[src/rtl/usb_tx_sched.sv]
// usb_tx_sched: transmit scheduler in front of usb_tx.
//
// It arbitrates between the handshake source (ACK/NAK) and the endpoint data
// buffer (DATA). It presents the granted packet to usb_tx and forwards usb_tx
// byte fetches to the buffer as pop strobes. After every packet it enforces an
// inter-packet gap. A watchdog abandons a packet that usb_tx never completes.
//
// Ports:
//   clk, n_rst                 clock, synchronous active-low reset
//   hs_req, hs_nak, hs_done    handshake requester (level req, done pulse)
//   data_req, data_size        data requester (level req, size 0..64)
//   data_in, data_pop          head byte of data buffer / advance strobe
//   data_done                  data packet completed or timed out (pulse)
//   tx_packet[1:0]             to usb_tx: 00 IDLE, 01 DATA, 10 ACK, 11 NAK
//   tx_packet_data_size[6:0]   to usb_tx: payload byte count
//   tx_packet_data[7:0]        to usb_tx: current payload byte (pass-through)
//   get_tx_packet, tx_done     from usb_tx: byte fetch strobe, packet complete
//   busy                       scheduler not in IDLE
//   timeout_err                watchdog expiry pulse
module usb_tx_sched #(
  parameter int GAP_CYCLES     = 16,
  parameter int TIMEOUT_CYCLES = 8192
) (
  input  logic       clk,
  input  logic       n_rst,
  input  logic       hs_req,
  input  logic       hs_nak,
  output logic       hs_done,
  input  logic       data_req,
  input  logic [6:0] data_size,
  input  logic [7:0] data_in,
  output logic       data_pop,
  output logic       data_done,
  output logic [1:0] tx_packet,
  output logic [6:0] tx_packet_data_size,
  output logic [7:0] tx_packet_data,
  input  logic       get_tx_packet,
  input  logic       tx_done,
  output logic       busy,
  output logic       timeout_err
);

  // Counter widths are kept at least 1 bit so the degenerate parameter
  // values (no gap, 1-cycle timeout) still elaborate.
  localparam int GW = (GAP_CYCLES > 0) ? $clog2(GAP_CYCLES + 1) : 1;
  localparam int TW = (TIMEOUT_CYCLES > 1) ? $clog2(TIMEOUT_CYCLES) : 1;
  localparam logic [GW-1:0] GAP_LAST = GW'((GAP_CYCLES > 0) ? GAP_CYCLES - 1 : 0);
  localparam logic [TW-1:0] WD_LAST  = TW'((TIMEOUT_CYCLES > 0) ? TIMEOUT_CYCLES - 1 : 0);

  localparam logic [1:0] PKT_IDLE = 2'b00;
  localparam logic [1:0] PKT_DATA = 2'b01;
  localparam logic [1:0] PKT_ACK  = 2'b10;
  localparam logic [1:0] PKT_NAK  = 2'b11;

  typedef enum logic [1:0] {
    ST_IDLE = 2'd0,
    ST_SEND = 2'd1,
    ST_GAP  = 2'd2
  } state_t;

  state_t        state_q, state_d;
  logic          owner_hs_q, owner_hs_d;
  logic          last_hs_q, last_hs_d;
  logic [TW-1:0] wdog_q, wdog_d;
  logic [GW-1:0] gap_q, gap_d;
  logic [1:0]    pkt_q, pkt_d;
  logic [6:0]    size_q, size_d;
  logic          hs_done_q, hs_done_d;
  logic          data_done_q, data_done_d;
  logic          timeout_q, timeout_d;
  logic          grant_hs;

  // Handshake has priority unless it was served last and data is waiting.
  assign grant_hs = hs_req && !(data_req && last_hs_q);

  always_comb begin
    state_d     = state_q;
    owner_hs_d  = owner_hs_q;
    last_hs_d   = last_hs_q;
    wdog_d      = wdog_q;
    gap_d       = gap_q;
    pkt_d       = pkt_q;
    size_d      = size_q;
    hs_done_d   = 1'b0;
    data_done_d = 1'b0;
    timeout_d   = 1'b0;

    case (state_q)
      ST_IDLE: begin
        if (grant_hs) begin
          state_d    = ST_SEND;
          owner_hs_d = 1'b1;
          pkt_d      = hs_nak ? PKT_NAK : PKT_ACK;
          size_d     = 7'd0;
          wdog_d     = '0;
        end else if (data_req) begin
          state_d    = ST_SEND;
          owner_hs_d = 1'b0;
          pkt_d      = PKT_DATA;
          size_d     = data_size;
          wdog_d     = '0;
        end
      end

      ST_SEND: begin
        // Completion and watchdog expiry share one exit; a coincident
        // tx_done counts as a normal completion.
        if (tx_done || (wdog_q == WD_LAST)) begin
          hs_done_d   = owner_hs_q;
          data_done_d = !owner_hs_q;
          timeout_d   = !tx_done;
          pkt_d       = PKT_IDLE;
          size_d      = 7'd0;
          last_hs_d   = owner_hs_q;
          gap_d       = '0;
          state_d     = (GAP_CYCLES == 0) ? ST_IDLE : ST_GAP;
        end else if (wdog_q != '1) begin
          wdog_d = wdog_q + TW'(1);
        end
      end

      ST_GAP: begin
        if (gap_q == GAP_LAST) begin
          state_d = ST_IDLE;
        end else if (gap_q != '1) begin
          gap_d = gap_q + GW'(1);
        end
      end

      default: state_d = ST_IDLE;
    endcase
  end

  always_ff @(posedge clk) begin
    if (!n_rst) begin
      state_q     <= ST_IDLE;
      owner_hs_q  <= 1'b0;
      last_hs_q   <= 1'b0;
      wdog_q      <= '0;
      gap_q       <= '0;
      pkt_q       <= PKT_IDLE;
      size_q      <= 7'd0;
      hs_done_q   <= 1'b0;
      data_done_q <= 1'b0;
      timeout_q   <= 1'b0;
    end else begin
      state_q     <= state_d;
      owner_hs_q  <= owner_hs_d;
      last_hs_q   <= last_hs_d;
      wdog_q      <= wdog_d;
      gap_q       <= gap_d;
      pkt_q       <= pkt_d;
      size_q      <= size_d;
      hs_done_q   <= hs_done_d;
      data_done_q <= data_done_d;
      timeout_q   <= timeout_d;
    end
  end

  assign tx_packet           = pkt_q;
  assign tx_packet_data_size = size_q;
  assign tx_packet_data      = data_in;
  assign hs_done             = hs_done_q;
  assign data_done           = data_done_q;
  assign timeout_err         = timeout_q;
  assign busy                = (state_q != ST_IDLE);
  // Fetches during a handshake must not drain the data buffer.
  assign data_pop            = get_tx_packet && (state_q == ST_SEND) && !owner_hs_q;

endmodule

[config.mk]
export PLATFORM = sky130hd
export DESIGN_NAME = usb_tx_sched
export DESIGN_NICKNAME = d
export VERILOG_FILES = /design/src/rtl/usb_tx_sched.sv
export SDC_FILE = /design/constraint.sdc
export NUM_CORES = 1
export LEC_CHECK = 0
export BUFFER_PORTS_ARGS = -buffer_cell sky130_fd_sc_hd__buf_4
export CORE_ASPECT_RATIO = 0.9
export CORE_UTILIZATION = 54
export CTS_BUF_LIST = sky130_fd_sc_hd__clkbuf_4 sky130_fd_sc_hd__clkbuf_8
export CTS_CLUSTER_SIZE = 40
export DETAILED_ROUTE_END_ITERATION = 6
export PLACE_DENSITY = 0.93
export SYNTH_ARGS = -nofsm -noshare
export SYNTH_HDL_FRONTEND = slang
export SYNTH_SLANG_ARGS = --single-unit
[constraint.sdc]
create_clock -name clk -period 2.76 [get_ports clk]
set_input_delay 0.414 -clock clk [delete_from_list [all_inputs] [get_ports clk]]
set_output_delay 0.414 -clock clk [all_outputs]
set_load 0.005 [all_outputs]
==> flow_summary.yaml <==
power:
  power_density_nw_per_um2: 548.0
  cellLeakagePower_nw: 0.7188
  peakVddDrop_mv: 0.3483
  total_power_mw: 1.031
logic_synthesis:
  synthMuxAreaShare_pct: 1.285
  seq_area_frac_synth_pct: 41.12
  ys_ff_latch: 34
  synth.largest_area_cell: "dfxtp_1"
  postSynthCellCount: 190
  synth_nets: 216
  yosysMostFrequentCell: "dfxtp_1"
  synth-simple-area-share_pct: 24.34
  netlist_area_um2: 1655
  synth_common_cells: "dfxtp_1, nand2_1, nor2_1, a21oi_1, nand3_1"
  synth_edf_count: 0
  ys_types: 49
  ys_warn_count: 0
  synthArstFlopShare_pct: 0
  synthTopCellsByArea: "dfxtp_1, buf_4, a21oi_1, nand3_1, a32oi_1"
  post_synth_fa_ha_maj_area_fraction_pct: 3.023
  ys.flop_type: "dfxtp_1"
  synth_xor_area_share_pct: 0
  synth-compound-area-share_pct: 22.07
  synthDominantCellAreaShare_pct: 41.12
  syn_avg_cell_area_um2: 8.712
  synth_top_family_by_area: "simple AND/OR/NAND/NOR gates"
setup_path:
  crit_top_cell: "ha_1"
  worstSetupPathType: "reg -> reg"
  crit_fanout: 7
  cp.arrival_ns: 2.64
  path_buf_inv: 0
  critPathTopFamily: "simple AND/OR/NAND/NOR gates"
  path_cells: "ha_1 > and3_1 > ha_1 > or4b_1 > a21boi_1 > a211o_1 > a21oi_1"
  cp.required_ns: 3.05
  start_kind: "register"
  worst_path_max_delay_cell: "or4b_1"
  cp_slowest_stage_delay_ns: 0.56
  end_kind: "register"
placed_design:
  numPortBuffers: 27
  dp_cells: 239
  pre_cts_ws_ns: 0.4558
  place_area_um2: 1799
  hpwl_um: 2482
  gp_congestion: 0.8099
die:
  core_area_um2: 2838
  die_h_um: 54.53
  dieArea_um2: 3291
  initial_utilization_pct: 58.33
  die_w_um: 60.36
  row_count: 18
  io_pins: 44
detailed_routing:
  wire_per_inst_um: 15.03
  wl_um: 3712
  vias: 1539
  drtIter0Drc: 74
  viasPerCell: 6.231
  drcViolationCount: 0
  firstDrtPassIters: 5
  ant_nets: 0
global_routing:
  antenna_found_initial: 0
  grt_pass1_vias: 1311
  grt_first_pass_wirelength_um: 5899
  grt_max_degree: 29
  grt_use_total_pct: 25.41
  gr-total-overflow: 0
clock_tree:
  worst_skew_pair.late_latency_ns: 0.36
  cts-root-buf: "clkbuf_4"
  cts_sinks: 34
  h-tree-depth: 2
  clk_path_buf_depth: 2
  cts_tree: "done"
  hold_buffers: 0
  cts_resized: 0
  clk_pin_slew_ns: 0.12
  post_cts_buffers: 0
  cts_made_buffers: 5
outcome:
  status: "complete, no violations"
sta:
  fin_worst_skew_ns: 0.006684
  rsz0062_at_grt: "false"
  slew_viol_final: 0
  timing.final.hold_violations: 0
  min_period_ns: 2.356
  setup_viol: 0
  worst_slack_ns: 0.4038
  clock.fmax_mhz: 424.4
  relSlewSlack_pct: 23.67
  setup-tns-final_ns: 0
  tightest_slew_ns: 1.137
  period_share_pct: 85.37
cells_and_area:
  fin_nets: 232
  final_cells: 247
  drive_gt1_share_pct: 18.84
  flow.area_growth_from_synthesis_pct: 13.68
  final_area_um2: 1882
  antennaDiodeCount: 0
run:
  maxCapViolations: 0
worst_hold_path:
  hold_class: "in -> reg"
-- stage by stage --
stage,hold WS [ns],util [%]
floorplan,0.4333,-
global placement,0.4464,63.40
detailed placement,0.4516,63.40
CTS,0.2660,66.31
global route,0.2768,66.31
finish,0.2713,66.31
-- worst register-to-register path: stages, from the launching register on --
cell and delay, ns:
dfxtp_1 0.36, ha_1 0.24, and3_1 0.21, ha_1 0.20, or4b_1 0.56, a21boi_1 0.23, a211o_1 0.34, a21oi_1 0.15
-- cell usage in the layout (no fill, tap or decap), types with 3 or more instances in the layout --
cell,n
nand2_1,14
nand4_1,3
nor2b_1,3
nand3_1,13
a32oi_1,7
buf_4,27
nor3_1,5
a31oi_1,3
nand2b_1,3
inv_1,6
and4_1,3
ha_1,4
o2111ai_1,3
o21ai_0,4
and3_1,3
nor2_1,14
dfxtp_1,34
clkbuf_4,5
or4_1,5
a21oi_1,13
-- worst paths after layout --
| check | to | slack [ns] | from | cells after the start |
|---|---|---|---|---|
| worst min-delay path | tx_packet_data_size[5] | 0.27 | data_size[5] | 3 |
| worst max register to register | gap_q[4] | 0.40 | gap_q[0] | 7 |
| worst max-delay path | gap_q[4] | 0.40 | gap_q[0] | 7 |
| worst min register to register | last_hs_q | 0.47 | last_hs_q | 2 |
-- state kept, by name, indices dropped and copies added, names as in the netlist, 2 cells and up --
name / count
tx_packet_data_size: 7
wdog_q: 13
tx_packet: 2
gap_q: 5
state_q: 2
-- final cells by class --
| class | count | area, um2 |
|---|---|---|
| fill | 242 | 955.9 |
| multi-input combinational | 131 | 839.6 |
| sequential | 34 | 680.7 |
| timing repair buffer | 27 | 202.7 |
| tap | 40 | 50.05 |
| clock inverter | 3 | 45.04 |
| clock buffer | 5 | 37.54 |
| inverter | 7 | 26.28 |
-- cells by family after synthesis --
| kind of cell | after synthesis |
|---|---|
| AO/OA/AOI/OAI | 51 |
| adder cells (fa/ha/maj) | 4 |
| buffers and inverters | 25 |
| flip-flops | 34 |
| multiplexers | 2 |
| AND/OR/NAND/NOR | 74 |
-- power breakdown --
part           internal, mW  leakage [nW]  switching, mW
combinational        0.0548         0.405         0.0745
sequential            0.507         0.276         0.0158
clock                 0.190        0.0374          0.189
-- per-layer routing --
layer  track usage (%)  part of all wire [%]  vias up
li1                  -                     -      744
met1             32.22                    45      730
met2             37.55                    45       55
met3             7.801                   7.0       10
met4             15.89                   2.8        0
met5                 0                     0        -
Power figures use the tool's default switching activity.
